==> config.mk <==
export PLATFORM = sky130hd
export DESIGN_NAME = des_uart_scheduler
export DESIGN_NICKNAME = d
export VERILOG_FILES = /design/src/rtl/des_sched_pkg.sv /design/src/rtl/rr_arbiter2.sv /design/src/rtl/des_uart_scheduler.sv
export SDC_FILE = /design/constraint.sdc
export NUM_CORES = 1
export LEC_CHECK = 0
export ABC_AREA = 1
export CORE_UTILIZATION = 42
export CTS_BUF_LIST = sky130_fd_sc_hd__clkbuf_2
export CTS_CLUSTER_DIAMETER = 60
export DETAILED_ROUTE_END_ITERATION = 7
export PLACE_DENSITY_LB_ADDON = 0.2
export RECOVER_POWER = 50
export SLEW_MARGIN = 20
export SYNTH_ARGS = -nofsm -noshare
export SYNTH_HDL_FRONTEND = slang
export SYNTH_SLANG_ARGS = --single-unit
==> constraint.sdc <==
create_clock -name CLK -period 3.9 [get_ports CLK]
set_input_delay 0.78 -clock CLK [delete_from_list [all_inputs] [get_ports CLK]]
set_output_delay 0.78 -clock CLK [all_outputs]
set_load 0.05 [all_outputs]
==> src/rtl/des_sched_pkg.sv <==
// Shared types and constants for the DES/UART sequencing controller.
// Latency: n/a (types only).
// Backpressure: n/a.
package des_sched_pkg;

    typedef enum logic [1:0] {
        IDLE  = 2'd0,
        START = 2'd1,
        WAIT  = 2'd2,
        SEND  = 2'd3
    } state_e;

    localparam int NBYTES = 8;
    localparam int TEXT_W = 64;

endpackage

==> src/rtl/rr_arbiter2.sv <==
// Two-way round-robin arbiter: combinational one-hot select, registered last-grant pointer.
// Latency: select is combinational from req_i; pointer updates on the edge where adv_i is high.
// Backpressure: none; requesters hold req_i until they see a grant.
//
// Ports: clk_i/rst_i (sync, active-high), req_i[1:0] pending requests,
//        adv_i grant-taken strobe, sel_o[1:0] one-hot winner, last_o index of last winner.
module rr_arbiter2 (
    input  logic       clk_i,
    input  logic       rst_i,
    input  logic [1:0] req_i,
    input  logic       adv_i,
    output logic [1:0] sel_o,
    output logic       last_o
);

    logic last_q;
    logic last_d;

    // On a tie the requester that did not win last time goes first.
    always_comb begin
        sel_o = 2'b00;
        case (req_i)
            2'b01:   sel_o = 2'b01;
            2'b10:   sel_o = 2'b10;
            2'b11:   sel_o = last_q ? 2'b01 : 2'b10;
            default: sel_o = 2'b00;
        endcase
        last_d = (adv_i && (sel_o != 2'b00)) ? sel_o[1] : last_q;
    end

    // Pointer starts at 1 so requester 0 wins the first tie.
    always_ff @(posedge clk_i) begin
        if (rst_i) begin
            last_q <= 1'b1;
        end else begin
            last_q <= last_d;
        end
    end

    assign last_o = last_q;

endmodule

==> src/rtl/des_uart_scheduler.sv <==
// Shares one DES core between two requesters and streams each ciphertext to the UART, LSB byte first.
// Latency: REQ -> GRANT 1 cycle; first TX_READY 2+DES_LAT; DONE at 2+DES_LAT+8*(TX_DIV+1).
// Backpressure: requests are held until GRANT; requests arriving while BUSY wait (or are dropped if withdrawn).
//
// Ports: CLK/RST (sync, active-high); REQ[1:0], REQ_TEXT0/1 requester side;
//        GRANT, DES_CS_BAR, DES_ADDR, DES_PLAIN, DES_CIPHER DES side;
//        TX_DATA, TX_READY, TX_SRC UART side; BUSY, DONE status. All outputs registered.
module des_uart_scheduler
    import des_sched_pkg::*;
#(
    parameter int DES_LAT = 17,
    parameter int TX_DIV  = 6944
) (
    input  logic              CLK,
    input  logic              RST,
    input  logic [1:0]        REQ,
    input  logic [TEXT_W-1:0] REQ_TEXT0,
    input  logic [TEXT_W-1:0] REQ_TEXT1,
    output logic [1:0]        GRANT,
    output logic              DES_CS_BAR,
    output logic              DES_ADDR,
    output logic [TEXT_W-1:0] DES_PLAIN,
    input  logic [TEXT_W-1:0] DES_CIPHER,
    output logic [7:0]        TX_DATA,
    output logic              TX_READY,
    output logic              TX_SRC,
    output logic              BUSY,
    output logic              DONE
);

    localparam logic [4:0]  LAT_LAST  = 5'(DES_LAT - 1);
    localparam logic [15:0] SLOT_LAST = 16'(TX_DIV);
    localparam logic [2:0]  BYTE_LAST = 3'(NBYTES - 1);

    state_e            state_q, state_d;
    logic [4:0]        wait_q, wait_d;
    logic [15:0]       slot_q, slot_d;
    logic [2:0]        byte_q, byte_d;
    logic [TEXT_W-1:0] shreg_q, shreg_d;
    logic [1:0]        grant_q, grant_d;
    logic              cs_bar_q, cs_bar_d;
    logic [TEXT_W-1:0] plain_q, plain_d;
    logic [7:0]        tx_data_q, tx_data_d;
    logic              tx_rdy_q, tx_rdy_d;
    logic              src_q, src_d;
    logic              busy_q, busy_d;
    logic              done_q, done_d;

    logic [1:0]        arb_sel;
    logic              arb_adv;
    logic              last_grant;

    rr_arbiter2 u_arb (
        .clk_i  (CLK),
        .rst_i  (RST),
        .req_i  (REQ),
        .adv_i  (arb_adv),
        .sel_o  (arb_sel),
        .last_o (last_grant)
    );

    // Registered strobes (GRANT, DES_CS_BAR, TX_READY, DONE) are set on the
    // edge that enters the cycle in which they must be visible.
    always_comb begin
        state_d   = state_q;
        wait_d    = wait_q;
        slot_d    = slot_q;
        byte_d    = byte_q;
        shreg_d   = shreg_q;
        plain_d   = plain_q;
        tx_data_d = tx_data_q;
        src_d     = src_q;
        grant_d   = 2'b00;
        cs_bar_d  = 1'b1;
        tx_rdy_d  = 1'b0;
        done_d    = 1'b0;
        arb_adv   = 1'b0;

        case (state_q)
            IDLE: begin
                if (arb_sel != 2'b00) begin
                    arb_adv  = 1'b1;
                    grant_d  = arb_sel;
                    cs_bar_d = 1'b0;
                    plain_d  = arb_sel[1] ? REQ_TEXT1 : REQ_TEXT0;
                    src_d    = arb_sel[1];
                    state_d  = START;
                end
            end
            START: begin
                wait_d  = 5'd0;
                state_d = WAIT;
            end
            WAIT: begin
                wait_d = wait_q + 5'd1;
                if (wait_q == LAT_LAST) begin
                    shreg_d   = DES_CIPHER;
                    byte_d    = 3'd0;
                    slot_d    = 16'd0;
                    tx_rdy_d  = 1'b1;
                    tx_data_d = DES_CIPHER[7:0];
                    state_d   = SEND;
                end
            end
            SEND: begin
                if (slot_q == SLOT_LAST) begin
                    slot_d  = 16'd0;
                    shreg_d = shreg_q >> 8;
                    if (byte_q == BYTE_LAST) begin
                        byte_d  = 3'd0;
                        done_d  = 1'b1;
                        state_d = IDLE;
                    end else begin
                        // Next byte is the one about to shift into [7:0].
                        byte_d    = byte_q + 3'd1;
                        tx_rdy_d  = 1'b1;
                        tx_data_d = shreg_q[15:8];
                    end
                end else begin
                    slot_d = slot_q + 16'd1;
                end
            end
            default: state_d = IDLE;
        endcase

        busy_d = (state_d != IDLE);
    end

    always_ff @(posedge CLK) begin
        if (RST) begin
            state_q   <= IDLE;
            wait_q    <= 5'd0;
            slot_q    <= 16'd0;
            byte_q    <= 3'd0;
            shreg_q   <= '0;
            grant_q   <= 2'b00;
            cs_bar_q  <= 1'b1;
            plain_q   <= '0;
            tx_data_q <= 8'd0;
            tx_rdy_q  <= 1'b0;
            src_q     <= 1'b0;
            busy_q    <= 1'b0;
            done_q    <= 1'b0;
        end else begin
            state_q   <= state_d;
            wait_q    <= wait_d;
            slot_q    <= slot_d;
            byte_q    <= byte_d;
            shreg_q   <= shreg_d;
            grant_q   <= grant_d;
            cs_bar_q  <= cs_bar_d;
            plain_q   <= plain_d;
            tx_data_q <= tx_data_d;
            tx_rdy_q  <= tx_rdy_d;
            src_q     <= src_d;
            busy_q    <= busy_d;
            done_q    <= done_d;
        end
    end

    // The arbiter pointer and TX_SRC are both loaded from the same grant; they must agree in START.
    always_ff @(posedge CLK) begin
        if (!RST && state_q == START) begin
            assert (last_grant == src_q);
        end
    end

    assign GRANT      = grant_q;
    assign DES_CS_BAR = cs_bar_q;
    assign DES_ADDR   = 1'b0;
    assign DES_PLAIN  = plain_q;
    assign TX_DATA    = tx_data_q;
    assign TX_READY   = tx_rdy_q;
    assign TX_SRC     = src_q;
    assign BUSY       = busy_q;
    assign DONE       = done_q;

endmodule

# == Word-level counts from Yosys, hierarchy flattened ==
# Index checks and enable logic that the tools add are counted.
# classes
n_div,0
n_mul,0
muxes,31
n_eq_ne,12
reduce_logical,13
bitwise_logic,4
n_shift,0
add_sub_neg,3
order_cmp,0
# op_table
cell,n
64-bit two-way mux,3
64-bit one-hot mux with 2 select lines,1
16-bit two-way mux,2
16-bit one-hot mux with 2 select lines,1
8-bit two-way mux,3
16-bit by 1-bit adder with 16-bit output (second input constant),1
16-bit by 13-bit == test with 1-bit output (second input constant),1
8-bit one-hot mux with 2 select lines,1
2-bit two-way mux,5
5-bit one-hot mux with 2 select lines,1
3-bit two-way mux,3
2-bit == test (second input constant),4
2-bit one-hot mux with 4 select lines,1
2-bit nonzero test,4
1-bit two-way mux,7
2-bit != test (second input constant),3
2-bit one-hot mux with 3 select lines,1
3-bit one-hot mux with 2 select lines,1
3-bit OR reduction,2
5-bit by 1-bit adder with 5-bit output (second input constant),1
5-bit == test (second input constant),1
2-bit by 1-bit == test with 1-bit output (second input constant),2
1-bit NOT,4
2-bit AND reduction,2
other kinds (8),8
# word_totals
romBits,0
out_inout_bits,80
memories,0
regBits,170
word_cells,77
latch_bits,0
ram_bits,0

# == Depth between registers and ports, before layout ==
# Gate-level depths: netlist of run 1.
# depth
word_depth,6
mapped_depth,12
ltp_nobuf,11

# == Hierarchy ==
# Synthesis of run 1 repeated with hierarchy kept, for this count alone.
# hier_totals
cells_unflattened,1072
area_unflattened_um2,7403.4
# modules_own_cells
module,seq_area_each_um2,area_per_inst_um2,n_inst,cells_per_inst
des_uart_scheduler,3223.1,7343.3,1,1063
rr_arbiter2,20.0,60.1,1,9

# == Worst setup path after synthesis of run 1 ==
# OpenSTA, ideal clock, no wires.
# synth_timing
path_kind,input to register
start,input REQ[0]
end,"register plain_q[25], in the netlist DES_PLAIN[25]"
cell_stages,6
setup_slack_ns,2.123
required_time_ns,3.830
arrival_ns,1.707
path_cell_list,inv_1 -> a21oi_1 -> buf_2 -> buf_1 -> o22ai_1 -> a21oi_1
# synth_via
elab_chain_len,4
elab_cells_between_ends,7
classes_between,eq/ne: 3; mux: 2; reduce/logical: 2
# synth_rtl
item,line,source
"start, declared",des_uart_scheduler.sv:16,"input logic [1:0] REQ,"
2-bit == test or 2-bit by 1-bit == test with 1-bit output (tied branches),rr_arbiter2.sv:22,case (req_i)
2-bit one-hot mux with 3 select lines (*),rr_arbiter2.sv:22,
2-bit nonzero test,des_uart_scheduler.sv:81,if (arb_sel != 2'b00) begin
2-bit AND reduction (no source line),--,
"end signal, assigned",des_uart_scheduler.sv:152,plain_q <= plain_d;
"end, declared",des_uart_scheduler.sv:42,"logic [TEXT_W-1:0] plain_q, plain_d;"
# Every way passes the cells marked *; elsewhere a longest branch is shown, timed or not.
# A chain may end at the register's enable or synchronous reset.

==> flow_metrics.tcl, run 1 <==
set metrics [dict create \
    synth_area_leaders "dfxtp_1 45%, nand2_1 12%, nor2_1 7.5%" \
    power_density_nw_per_um2 445 \
    cp.arrival_ns 3.71 \
    worstHoldPathType "register to register" \
    gp_congestion 0.826 \
    setup_violations 0 \
    drt_first_pass_iters 5 \
    yosysWarnings 0 \
    ir_drop_v 0.000300 \
    postRouteWirelength_um 21200 \
    die_w_um 133 \
    clk_pin_slew_worst_paths_ns 0.22 \
    layout_min_cycle_time_ns 3.08 \
    clock_path_buffers 2 \
    grtUsageTotal_pct 23.8 \
    end_kind "register" \
    hold_viol_final 0 \
    vias 7257 \
    fin_tns_setup_ns 0 \
    postRouteAntennaNets 0 \
    cts.sinks 162 \
    viasPerCell 4.94 \
    synth_area_um2 7180 \
    grt_pass1_wl_um 33100 \
    start_util_pct 43.2 \
    synth_area_per_cell_um2 7.15 \
    dp_cells 1435 \
    cts_hold_buf 0 \
    hold-worst-slack_ns 0.463 \
    placed_area_um2 9960 \
    fin_nets 1440 \
    post_cts_buffers 0 \
    numCtsBuffers 17 \
    numPortBuffers 274 \
    yosysTopAreaCell "dfxtp_1" \
    finalCritPeriodShare_pct 79.1 \
    clockRootBuffer "clkbuf_2" \
    layout.cells.non_filler 1469 \
    status "finished, violations left" \
    drv_cap 2 \
    core-area_um2 16600 \
    rsz0062_at_grt "false" \
    synth_cells 1004 \
    cp.required_ns 4.53 \
    startpoint_type "primary input" \
    grt_pass1_vias 6585 \
    maxSlewHeadroom_pct -38.9 \
    worst_pin_slew_ns 2.08 \
    crit_fanout 116 \
    routedWlPerCell_um 14.4 \
    cts_tree "done" \
    synthesis.nets 1210 \
    violations "max-capacitance violations, max-slew violations" \
    h-tree-depth 4 \
    ys_ff_latch 162 \
    path_class "primary input to register" \
    p_leak_uw 0.00402 \
    fin_skew_ns 0.0290 \
    synthDistinctLibCells 34 \
    drc_errors 0 \
    die-area_um2 17600 \
    die_h_um 133 \
    grt_overflow_total 0 \
    antenna_found_initial 2 \
    yosysSeqAreaShare_pct 45.1 \
    syn2layout_area_growth_pct 41.6 \
    final_max_slew_viol_count 249 \
    cts-resized-gates 0 \
    fin_area_um2 10200 \
    drt_first_iter_violations 421 \
    grt_max_degree 132 \
    max_freq_ghz 0.324 \
    clk_latency_ns 0.73 \
    row_count 47 \
    synth_top_area_share_pct 45.1 \
    drive_gt1_share_pct 4.49 \
    num-fill-cells 1595 \
    pin_count 276 \
    hpwl_um 14600 \
]
power by group:
part | switching [µW] | total (µW) | internal (µW)
sequential | 108 | 1980 | 1870
combinational | 1070 | 1690 | 619
clock | 630 | 866 | 236
total | 1800 | 4530 | 2720
state kept, by name, summed over array words and instances (netlist names), 2 cells and up:
register   count
DES_PLAIN     64
GRANT          2
TX_DATA        8
shreg_q       56
wait_q         5
state_q        2
slot_q        16
byte_q         3
final timing paths:
path         depth (start not counted)        start  slack (ns)            end
max reg2reg                          7   state_q[0]        0.99  DES_PLAIN[36]
max                                  5          RST        0.82  DES_PLAIN[18]
min                                  2  shreg_q[61]        0.46    shreg_q[61]
min reg2reg                          2  shreg_q[61]        0.46    shreg_q[61]
Yosys cell counts (all sizes together):
cell,number
buf,38
inv,43
mux2i,8
nor2,146
nor3,8
clkinv,1
o21a,1
clkbuf,34
nand3,36
conb,1
a211oi,1
o22ai,64
o211ai,1
nand2,231
o32ai,1
o31ai,1
o21bai,1
dfxtp,162
a21o,1
o21ai,115
xnor2,2
nor3b,1
nand4,9
ha,10
a21oi,88
layout by cell type (no fill, tap or decap), drive strengths merged, types with 2 or more instances in the layout:
master / n
buf: 7
o22ai: 64
inv: 45
mux2i: 8
ha: 10
clkinvlp: 6
nand3: 36
nand4: 9
xnor2: 2
clkdlybuf4s50: 274
dfxtp: 162
clkbuf: 19
nor2: 146
clkinv: 7
o21ai: 115
diode: 2
nor3: 8
nand2: 231
a21oi: 88
cell families after synthesis:
family                   count (synthesis)  synth area share [%]
flip-flops                             162                  45.1
buffers and inverters                  116                  6.93
adder cells (fa/ha/maj)                 10                  1.74
AND/OR/NAND/NOR                        431                  24.1
multiplexers                             8                  1.11
AO/OA/AOI/OAI                          274                  20.6
XOR/XNOR                                 2                 0.244
other                                    1                0.0522
critical path, stage by stage:
cell,delay (ns)
clkdlybuf4s50_1,0.57
clkinvlp_2,0.35
clkbuf_2,1.45
o21ai_0,0.30
a21oi_1,0.20
metrics by stage:
step | setup slack, ns | util [%] | power [µW]
2_1_floorplan | 2.12 | - | 3070
4_1_cts | 1.03 | 61.2 | 4570
6_report | 0.816 | 61.1 | 4530
5_1_grt | 0.511 | 61.1 | 4780
3_5_place_dp | 0.964 | 59.8 | 3690
3_3_place_gp | 1.01 | 59.8 | 3680
routing by layer:
metal | global-route usage [%] | wire length [µm]
met1 | 28.2 | 8890
met2 | 39.6 | 10300
met3 | 8.43 | 1670
met4 | 8.43 | 299
met5 | 0 | 0
area by class of cell:
| type | count | area [µm²] | area share [%] |
|---|---|---|---|
| Antenna cell | 2 | 5.00 | 0.0492 |
| Clock buffer | 17 | 85.1 | 0.836 |
| Clock inverter | 15 | 135 | 1.33 |
| Inverter | 44 | 168 | 1.65 |
| Multi-Input combinational cell | 726 | 3460 | 34.0 |
| Sequential cell | 162 | 3240 | 31.9 |
| Tap cell | 220 | 275 | 2.71 |
| Timing Repair Buffer | 283 | 2810 | 27.6 |
No activity file was read; power rests on OpenSTA's default activity.
==> run 2, diff against run 1 <==
Settings changed: CORE_UTILIZATION 42 to 41.
Clock period 3.9 ns to 2.5 ns, I/O delays scaled along.
==> flow_metrics.tcl, run 2 (synthesis gave the netlist of run 1 again) <==
set metrics [dict create \
    antenna_found_initial 3 \
    die_w_um 134 \
    drt_first_pass_iters 7 \
    clockRootBuffer "clkbuf_2" \
    final_cell_mix "227 x nand2_1, 196 x clkdlybuf4s50_1, 162 x dfxtp_1, 144 x nor2_1, 105 x o21ai_0" \
    cts.sinks 162 \
    fin_tns_setup_ns 0 \
    hold_viol_final 0 \
    max_freq_ghz 0.424 \
    maxSlewHeadroom_pct 32.5 \
    drive_gt1_share_pct 4.32 \
    critPathMaxStageDelay_ns 0.79 \
    end_kind "output port" \
    h-tree-depth 4 \
    cts_tree "done" \
    grt_max_degree 70 \
    hpwl_um 15300 \
    die_h_um 134 \
    clk_latency_ns 0.73 \
    whs_path_depth 3 \
    die-area_um2 18100 \
    postRouteAntennaNets 0 \
    path_class "register to output port" \
    fin_ws_ns 0.142 \
    path_buf_inv 1 \
    final_common_cell "nand2_1" \
    crit_slowest_cell "clkdlybuf4s50_1" \
    ir_drop_v 0.000394 \
    numPortBuffers 274 \
    ff2ff_path_depth 9 \
    grt_pass1_vias 6632 \
    vias 7347 \
    clock_path_buffers 2 \
    grtUsageTotal_pct 24.2 \
    pin_count 276 \
    fin_skew_ns 0.0207 \
    numCtsBuffers 17 \
    finalCritPeriodShare_pct 94.3 \
    worstHoldPathType "primary input to register" \
    final_max_slew_viol_count 0 \
    cp.arrival_ns 1.86 \
    syn2layout_area_growth_pct 42.6 \
    largest_register_ffs 64 \
    power_density_nw_per_um2 726 \
    clk_pin_slew_worst_paths_ns 0.21 \
    gp_congestion 0.828 \
    post_cts_buffers 0 \
    grt_pass1_wl_um 34200 \
    pre_cts_slack_ns 0.286 \
    setup_violations 0 \
    routedWlPerCell_um 14.9 \
    rsz0062_at_grt "false" \
    cp.depth 1 \
    path_cells "clkdlybuf4s50_1" \
    core-area_um2 17200 \
    layout_min_cycle_time_ns 2.36 \
    drt_first_iter_violations 438 \
    status "finished, final reports clean" \
    fin_nets 1446 \
    cpLargestDelayFamily "buffers and inverters" \
    cp.required_ns 2.00 \
    crit_fanout 1 \
    start_util_pct 41.8 \
    drv_cap 0 \
    worst_pin_slew_ns 1.01 \
    startpoint_type "register" \
    p_leak_uw 0.00446 \
    drc_errors 0 \
    viasPerCell 4.97 \
    postRouteWirelength_um 22000 \
    grt_overflow_total 0 \
    row_count 48 \
]
==> run 2: changes by cell type in the layout (fill, tap and decap cells not counted), moves of 3 or more <==
cell,previous run,this run
buf_12,0,3
bufinv_16,1,7
clkbuf_1,0,15
clkdlybuf4s50_1,274,196
clkinvlp_4,4,1
dlygate4sd2_1,0,49
dlymetal6s2s_1,0,15
inv_1,36,39
inv_6,4,0
o21ai_0,112,105
o21ai_1,3,10
==> run 2: stage by stage <==
step | cells | cell area, µm² | utilization [%] | total power, µW | hold slack (ns)
finish | 1479 | 10200 | 59.6 | 7440 | 0.306
global route | 1479 | 10200 | 59.6 | 7810 | 0.234
CTS | 1476 | 10300 | 60.2 | 7570 | 0.235
detailed placement | 1446 | 10100 | 58.6 | 5810 | 0.432
global placement | 1446 | 10100 | 58.6 | 5790 | 0.428
floorplan | 1004 | 7180 | - | 4790 | 0.419
==> run 2: repair_timing <==
item	CTS	global route
hold buffers	0	0
pin swaps	0	0
endpoints found under the setup margin	49	29
gates resized for setup	49	29
==> run 2: area by class of cell <==
type | count | area, µm²
clock inverters | 12 | 238
multi-input cells | 726 | 3450
flip-flops and latches | 162 | 3240
inverters | 44 | 168
clock buffers | 18 | 90.1
diodes | 3 | 7.51
fillers | 1660 | 6930
well taps | 225 | 282
repair buffers | 289 | 2770
==> run 2: path summary, 6_finish.rpt <==
kind,slack (ns),from,end
max,0.14,BUSY,BUSY
min,0.31,DES_CIPHER[57],shreg_q[57]
max reg2reg,0.24,state_q[0],shreg_q[46]
min reg2reg,0.46,shreg_q[58],shreg_q[58]
==> run 2: metal layers <==
layer / vias to the layer above / GRT usage (%) / part of all wire (%)
met3: 21 / 9.18 / 8.0
met5: - / 0 / 0
li1: 3817 / - / -
met4: 0 / 7.43 / 1.3
met2: 212 / 39.6 / 49
met1: 3297 / 29.2 / 42
==> run 2: power breakdown <==
group	switching, µW	internal (µW)	total (µW)
clock	914	942	1860
sequential	166	2910	3080
combinational	1680	830	2510
total	2760	4680	7440
